==> config.mk <==
export PLATFORM = sky130hd
export DESIGN_NAME = info_uart_tx
export DESIGN_NICKNAME = d
export VERILOG_FILES = /design/src/rtl/uart_pkg.sv /design/src/rtl/uart_tx_byte.sv /design/src/rtl/info_uart_tx.sv
export SDC_FILE = /design/constraint.sdc
export NUM_CORES = 1
export LEC_CHECK = 0
export CAP_MARGIN = 20
export CORE_UTILIZATION = 50
export DETAILED_ROUTE_END_ITERATION = 16
export PLACE_DENSITY = 0.71
export SLEW_MARGIN = 20
export SYNTH_ARGS = -nofsm -noshare
export SYNTH_HDL_FRONTEND = slang
export SYNTH_SLANG_ARGS = --single-unit
==> constraint.sdc <==
create_clock -name clk -period 4.45 [get_ports clk]
set_input_delay 1.1125 -clock clk [delete_from_list [all_inputs] [get_ports clk]]
set_output_delay 1.1125 -clock clk [all_outputs]
set_load 0.005 [all_outputs]
==> src/rtl/uart_pkg.sv <==
// uart_pkg: shared state encoding and framing constants for the UART transmitter
package uart_pkg;
  typedef enum logic [1:0] {IDLE, START, DATA, STOP} state_e;
  localparam int BITS_PER_BYTE = 8;
  localparam int BYTES_PER_WORD = 4;
endpackage

==> src/rtl/uart_tx_byte.sv <==
// uart_tx_byte: 8N1 byte serializer with baud and bit counters and a registered tx line
module uart_tx_byte
  import uart_pkg::*;
#(
  parameter int CLKS_PER_BIT = 434
) (
  input  logic       clk,
  input  logic       rst,
  input  logic       start_i,
  input  logic [7:0] data_i,
  output logic       tx_o,
  output logic       ready_o,
  output logic       last_o
);
  localparam int BW = CLKS_PER_BIT > 1 ? $clog2(CLKS_PER_BIT) : 1;
  state_e state_q, state_d;
  logic [BW-1:0] baud_q, baud_d;
  logic [2:0] bit_q, bit_d;
  logic [7:0] sh_q, sh_d;
  logic tx_q, tx_d, bit_end;
  always_ff @(posedge clk) begin
    if (rst) begin
      state_q <= IDLE;
      baud_q <= '0;
      bit_q <= '0;
      sh_q <= '0;
      tx_q <= 1'b1;
    end else begin
      state_q <= state_d;
      baud_q <= baud_d;
      bit_q <= bit_d;
      sh_q <= sh_d;
      tx_q <= tx_d;
    end
  end
  // a new byte may be accepted at the end of STOP so bytes run back to back
  always_comb begin
    state_d = state_q;
    unique case (state_q)
      IDLE: state_d = start_i ? START : IDLE;
      START: state_d = bit_end ? DATA : START;
      DATA: state_d = (bit_end && bit_q == 3'(BITS_PER_BYTE - 1)) ? STOP : DATA;
      STOP: state_d = bit_end ? (start_i ? START : IDLE) : STOP;
      default: state_d = IDLE;
    endcase
  end
  always_comb begin
    bit_end = baud_q == BW'(CLKS_PER_BIT - 1);
    last_o = state_q == STOP && bit_end;
    ready_o = state_q == IDLE || last_o;
    baud_d = (state_q == IDLE || bit_end) ? '0 : baud_q + 1'b1;
    bit_d = state_q != DATA ? '0 : bit_q + 3'(bit_end);
    sh_d = (ready_o && start_i) ? data_i : (state_q == DATA && bit_end) ? sh_q >> 1 : sh_q;
    tx_d = state_d == START ? 1'b0 : state_d == DATA ? sh_d[0] : 1'b1;
  end
  assign tx_o = tx_q;
endmodule

==> src/rtl/info_uart_tx.sv <==
// info_uart_tx: transmits the 32-bit info word MSB byte first as four 8N1 bytes on change or request
module info_uart_tx
  import uart_pkg::*;
#(
  parameter int CLKS_PER_BIT = 434,
  parameter bit SEND_ON_CHANGE = 1'b1
) (
  input  logic        clk,
  input  logic        rst,
  input  logic [31:0] info,
  input  logic        send,
  output logic        tx,
  output logic        busy,
  output logic        done
);
  logic busy_q, busy_d, done_q, done_d;
  logic [1:0] idx_q, idx_d;
  logic [23:0] shift_q, shift_d;
  logic [31:0] last_q, last_d;
  logic ready, byte_last, trigger, next_byte, fin;
  logic [7:0] byte_data;
  uart_tx_byte #(.CLKS_PER_BIT(CLKS_PER_BIT)) u_byte (
    .clk(clk),
    .rst(rst),
    .start_i(trigger | next_byte),
    .data_i(byte_data),
    .tx_o(tx),
    .ready_o(ready),
    .last_o(byte_last)
  );
  always_ff @(posedge clk) begin
    if (rst) begin
      busy_q <= 1'b0;
      done_q <= 1'b0;
      idx_q <= '0;
      shift_q <= '0;
      last_q <= '0;
    end else begin
      busy_q <= busy_d;
      done_q <= done_d;
      idx_q <= idx_d;
      shift_q <= shift_d;
      last_q <= last_d;
    end
  end
  // shift_q holds only the bytes still to send; byte 0 goes straight from info
  always_comb begin
    trigger = ready && !busy_q && (send || (SEND_ON_CHANGE && info != last_q));
    next_byte = byte_last && idx_q != 2'(BYTES_PER_WORD - 1);
    fin = byte_last && idx_q == 2'(BYTES_PER_WORD - 1);
    byte_data = trigger ? info[31:24] : shift_q[23:16];
    shift_d = trigger ? info[23:0] : next_byte ? {shift_q[15:0], 8'h00} : shift_q;
    last_d = trigger ? info : last_q;
    idx_d = trigger ? '0 : next_byte ? idx_q + 1'b1 : idx_q;
    busy_d = trigger | (busy_q & ~fin);
    done_d = fin;
  end
  assign busy = busy_q;
  assign done = done_q;
endmodule
==> run_results.csv <==
group,metric,value,unit
pwr,pwr-share-clk,32.2,%
clocking,clock_latency,0.35,ns
place,hpwl,5281,um
pwr,netSwitchingFraction,27.02,%
floorplan,die_h,89.15,um
sta,rsz0062_at_grt,"no",
yosys,yosysTopAreaCellShare,43.76,%
routing,num_vias,2902,
run,maxCapViolCount,0,
clocking,ctsHtreeMaxLevel,3,
clocking,clock_path_buffers,2,
worst_setup_path,max_stage_delay,0.47,ns
pwr,p_switching,452.4,uW
global_route,grt_first_pass_wirelength,12100,um
floorplan,io_pins,38,
clocking,cts-root-buf,"clkbuf_8",
yosys,ys_types,44,
pwr,ir_drop,195.0,uV
global_route,antenna_found_initial,0,
min_path,hold_class,"reg2reg",
routing,routed_wl,7748,um
routing,antenna_left,0,
yosys,synth-seq-cells,83,
worst_setup_path,path_class,"in2reg",
pwr,cellPowerDensity,381.9,nW/um^2
yosys,netlist_instances,414,
place,place_congestion,0.7674,
yosys,seq_area_frac_synth,43.76,%
yosys,synth-edff-count,0,
worst_setup_path,critPathBufInv,2,
layout,final_nets,481,
layout,area_growth,15.45,%
worst_setup_path,start_kind,"input pin",
clocking,cts_setup_buffers,0,
clocking,cts_resized,0,
clocking,hold_buffers,0,
routing,post_drt_wl_per_cell,14.22,um
yosys,synth_area_per_cell,9.172,um^2
global_route,grt_max_degree,71,
global_route,grt_pass1_vias,2464,
yosys,yosysTopAreaCell,"dfxtp_1",
yosys,synthArstFlopShare,0,%
worst_setup_path,cp.required,4.68,ns
clocking,cts.reportedPaths.clkPinSlew,0.08,ns
worst_setup_path,slowest_stage,"clkdlybuf4s50_1",
yosys,syn-cell-area,3797,um^2
floorplan,start_util,52.08,%
layout,diodes,0,
yosys,ys.flop_type,"dfxtp_1",
sta,fin_crit_sh,74.34,%
sta,tns,0,ns
global_route,overflow,0,
pwr,pwr-share-seq,50.9,%
routing,vias_per_cell,5.325,
floorplan,placementRows,31,
sta,max_slew_margin,50.74,%
pwr,static-leakage-power,0.001770,uW
layout,drive_gt1_share,8.744,%
global_route,grt_usage,20.51,%
routing,drc_errors,0,
pwr,intPower,1222,uW
worst_setup_path,cp-end-kind,"flop",
floorplan,die_area,7948,um^2
worst_setup_path,cp.arrival,3.54,ns
sta,fin_worst_skew,0.009550,ns
floorplan,die_w,89.15,um
worst_setup_path,worstPathCellList,"clkdlybuf4s50_1 > xor2_1 > nor4_1 > nand4_1 > o31ai_4 > buf_4 > mux2i_1 > a31oi_1",
pwr,pwr-share-comb,16.9,%
sta,fmax,0.3023,GHz
place,port_buffers,37,
layout,utilization,60.12,%
sta,fin_crit,3.308,ns
routing,dr.first_iter.drc_count,142,
sta,drv_slew,0,
worst_setup_path,cp_max_fo,20,
floorplan,coreArea,7292,um^2
clocking,cts_sinks,83,
sta,tightest_slew,0.7390,ns
layout,fill_cells,667,
sta,setup_viol,0,
yosys,syn-num-nets,454,
sta,hold_slack,0.4641,ns
outcome,status,"finished clean",
yosys,synth_area_leaders,"dfxtp_1 (44%), mux2i_1 (8.2%), xor2_1 (7.6%)",
worst_setup_path,worst_path_dominant_cell_family,"buffers and inverters",
routing,drt_first_pass_iters,4,
yosys,yosysWarnings,0,
clocking,cts_buffers,9,
clocking,cts_tree,"built",
sta,hold_viol_final,0,
## worst register-to-register path: stages, from the launching register on
cell     delay, ns
dfxtp_1       0.39
ha_1          0.16
and4b_2       0.27
nand4_1       0.12
a21oi_2       0.61
o31ai_4       0.19
buf_4         0.27
mux2i_1       0.22
a31oi_1       0.11
## power by group through the flow
stage / Sequential (uW) / Combinational (uW) / Clock [uW]
floorplan: 855 / 213 / 0
global route: 859 / 312 / 584
CTS: 851 / 285 / 550
finish: 852 / 283 / 539
detailed placement: 868 / 283 / 0
global placement: 866 / 279 / 0
## kinds of logic (layout without fill, tap and decap cells)
logic type                 Yosys count  count (layout)  share of synthesized area, %
AOI/OAI and AO/OA                   45              45                         8.369
xor gates and xnor gates            42              42                         9.687
adders and majority gates            5               5                         1.647
buffers and inverters               31              63                         4.711
DFF                                 83              83                         43.76
muxes                               43              43                         11.93
and+or+nand+nor                    165             165                         19.90
## path summary, 6_finish.rpt
| kind | start | endpoint | slack, ns | cells after the start |
|---|---|---|---|---|
| hold / removal | idx_q[1] | idx_q[1] | 0.46 | 2 |
| setup reg to reg | u_byte.baud_q[0] | u_byte.tx_o | 1.99 | 8 |
| setup / recovery | info[29] | u_byte.tx_o | 1.14 | 8 |
| hold reg to reg | idx_q[1] | idx_q[1] | 0.46 | 2 |
## registers in the layout (all words and copies together) (netlist names)
register / flops
u_byte.tx_o: 1
u_byte.bit_q: 3
done: 1
u_byte.state_q: 2
u_byte.sh_q: 8
idx_q: 2
u_byte.baud_q: 9
last_q: 32
shift_q: 24
busy: 1
## per-stage QoR
stage               power [uW]  cells  cell area (um^2)  setup WS, ns
floorplan                 1067    414              3797         1.808
global placement          1145    529              4190        0.7546
detailed placement        1151    529              4190        0.7720
CTS                       1687    545              4384         1.147
global route              1755    545              4384         1.008
finish                    1674    545              4384         1.142
## layer usage
layer	part of all wire, %	GRT usage [%]	wire, um	vias up
met5	0	0	0	-
met4	1.9	9.668	149	0
met3	4.0	3.324	311	12
met2	43	28.31	3307	64
met1	51	30.91	3979	1348
li1	-	-	-	1478
## area by class of cell
class                   count  area [um^2]  area share (%)
multi-input cells         300         1971           44.95
flip-flops and latches     83         1662           37.90
repair buffers             42        415.4           9.475
clock buffers              12        145.1           3.311
well taps                  99        123.9           2.825
clock inverters             4        48.80           1.113
inverters                   5        18.77          0.4281
## cell usage in the layout (no fill, tap or decap), types with 2 or more instances in the layout
| cell | instances |
|---|---|
| a21oi_1 | 19 |
| a311oi_1 | 17 |
| and2_1 | 2 |
| buf_4 | 4 |
| clkbuf_1 | 2 |
| clkbuf_8 | 10 |
| clkdlybuf4s50_1 | 36 |
| clkinv_2 | 2 |
| dfxtp_1 | 83 |
| ha_1 | 5 |
| inv_1 | 5 |
| mux2_2 | 10 |
| mux2_4 | 2 |
| mux2i_1 | 31 |
| nand2_1 | 50 |
| nand3_1 | 21 |
| nand4_1 | 5 |
| nor2_1 | 64 |
| nor3_1 | 3 |
| nor4_1 | 6 |
| or3_1 | 2 |
| xnor2_1 | 9 |
| xor2_1 | 33 |
## cells in the mapped netlist (6+ instances only)
cell      count
a21oi_1      19
a311oi_1     17
buf_6         6
clkbuf_1     11
dfxtp_1      83
mux2_2       10
mux2i_1      31
nand2_1      50
nand3_1      21
nor2_1       64
nor4_1        6
xnor2_1       9
xor2_1       33
Power figures use the tool's default switching activity.
==> variant: new RTL, config.mk and constraints unchanged <==
Reset style: asynchronous (`rst`), changed in 2 clocked blocks.
--- a/src/rtl/uart_tx_byte.sv
+++ b/src/rtl/uart_tx_byte.sv
@@ -19,5 +19,5 @@
   logic [7:0] sh_q, sh_d;
   logic tx_q, tx_d, bit_end;
-  always_ff @(posedge clk) begin
+  always_ff @(posedge clk or posedge rst) begin
     if (rst) begin
       state_q <= IDLE;
--- a/src/rtl/info_uart_tx.sv
+++ b/src/rtl/info_uart_tx.sv
@@ -29,5 +29,5 @@
     .last_o(byte_last)
   );
-  always_ff @(posedge clk) begin
+  always_ff @(posedge clk or posedge rst) begin
     if (rst) begin
       busy_q <= 1'b0;
Behaviour: differs if rst is asserted again (counterexample within 4 cycles, from zero or initial values and one cycle with rst high); with rst held inactive, the same outputs for 10 cycles.
==> variant against the original RTL <==
  * Global-route usage decreased by 0.83 points
  * Maximum frequency down 2.5%
  * Setup slack got worse by 0.084 ns
  * Area after synthesis increased by 2.5%
  * Clock skew up 0.0036 ns
  * Sequential cell count unchanged
  * Core utilization increased by 2.2 points
  * Cell area rose by 5.3%
  * Wire length shrank 6.6%
  * Critical path type unchanged
Power is not compared: it rests on default switching activity, and its combinational part moved more than twofold at a synthesized area within 25%.
==> variant: results (changes against the original RTL) <==
INFO  outcome        status=complete, no violations
INFO  synth          async_flop_share=100% [+100 points]
INFO  worst_setup_path timing.critical_path.arrival=3.63ns [+0.09 ns]
INFO  min_path       timing.hold.worst_endpoint=shift_q[7]$_DFFE_PP0P_
INFO  place          placed_cell_area=0.00438mm^2 [+4.5%]
INFO  worst_setup_path regToRegSetupSlack=1.95ns [-0.04 ns]
INFO  synth          netlist_top_cells_count=dfrtp_1, mux2_2, xor2_1
INFO  synth          xor_and_xnor_fraction_of_the_mapped_netlist_area=9.00% [-0.69 points]
INFO  cells_and_area finish.net_count=409 [-15%]
INFO  global_route   via_count_of_the_first_global_routing_pass=2,552 [+3.6%]
INFO  synth          ys_seq_area_share=53.4% [+9.6 points]
INFO  worst_setup_path crit_end=shift_q[2]$_DFFE_PP0P_
INFO  synth          synth-main-ff-cell=dfrtp_1
INFO  global_route   grt_usage=19.7% [-0.83 points]
INFO  timing         final.hold.worst_slack=0.517ns [+0.0533 ns]
INFO  place          dp_cells=457 [-14%]
INFO  routing        wire_per_inst=15.3um [+7.6%]
INFO  worst_setup_path reg2regPathDepth=7 [-1]
INFO  synth          multiplexer_share_of_the_synthesized_area=17.7% [+5.8 points]
INFO  routing        vias=2,538 [-13%]
INFO  global_route   maximum_number_of_pins_on_one_net_before_global_route_repair=61 [-14%]
INFO  worst_setup_path critPathLaunch=info[3]
INFO  worst_setup_path path_max_fanout=34 [+70%]
INFO  synth          synth_fp_nets=367 [-19%]
INFO  place          post-dp-hpwl=5150um [-2.5%]
INFO  worst_setup_path critPathMaxStageDelay=0.50ns [+0.03 ns]
INFO  place          place_congestion=0.770 [+0.35%]
INFO  synth          ys_top_cells_by_area=dfrtp_1, mux2_2, xor2_1
INFO  routing        viasPerCell=5.37 [+0.77%]
INFO  timing         layout_setup_ws=1.06ns [-0.0838 ns]
INFO  power_and_ir_drop totalPowerFinal=1460uW
INFO  synth          synthCells=327 [-21%]
INFO  timing         slew-limit-headroom=51.3% [+0.55 points]
INFO  synth          yosys.area_share.adder=1.61% [-0.041 points]
[variant: changes by cell type in the layout (fill, tap and decap cells not counted), moves of 7 or more]
cell / unedited run / this run
dfxtp_1: 83 / 0
dfrtp_1: 0 / 82
nand2_1: 50 / 15
nor2_1: 64 / 32
mux2_2: 10 / 37
a311oi_1: 17 / 0
nand3_1: 21 / 4
a22o_1: 1 / 8
mux2i_1: 31 / 24
o21ai_0: 1 / 8
[variant: final cells by class]
| cell class | count | area (um^2) |
|---|---|---|
| clock buffer | 12 | 135 |
| multi-input combinational | 224 | 1720 |
| tap | 99 | 124 |
| sequential | 83 | 2080 |
| fill | 602 | 2790 |
| timing repair buffer | 42 | 420 |
| inverter | 9 | 36.3 |
| clock inverter | 4 | 98.8 |
[variant: routing by layer]
layer  GRT usage (%)  vias to the layer above  wire length [um]
met5               0                        -                 0
met4            5.91                        0               144
met3            5.41                       12               217
met2            32.3                       48              3620
met1            25.4                     1261              3250
li1                -                     1217                 -
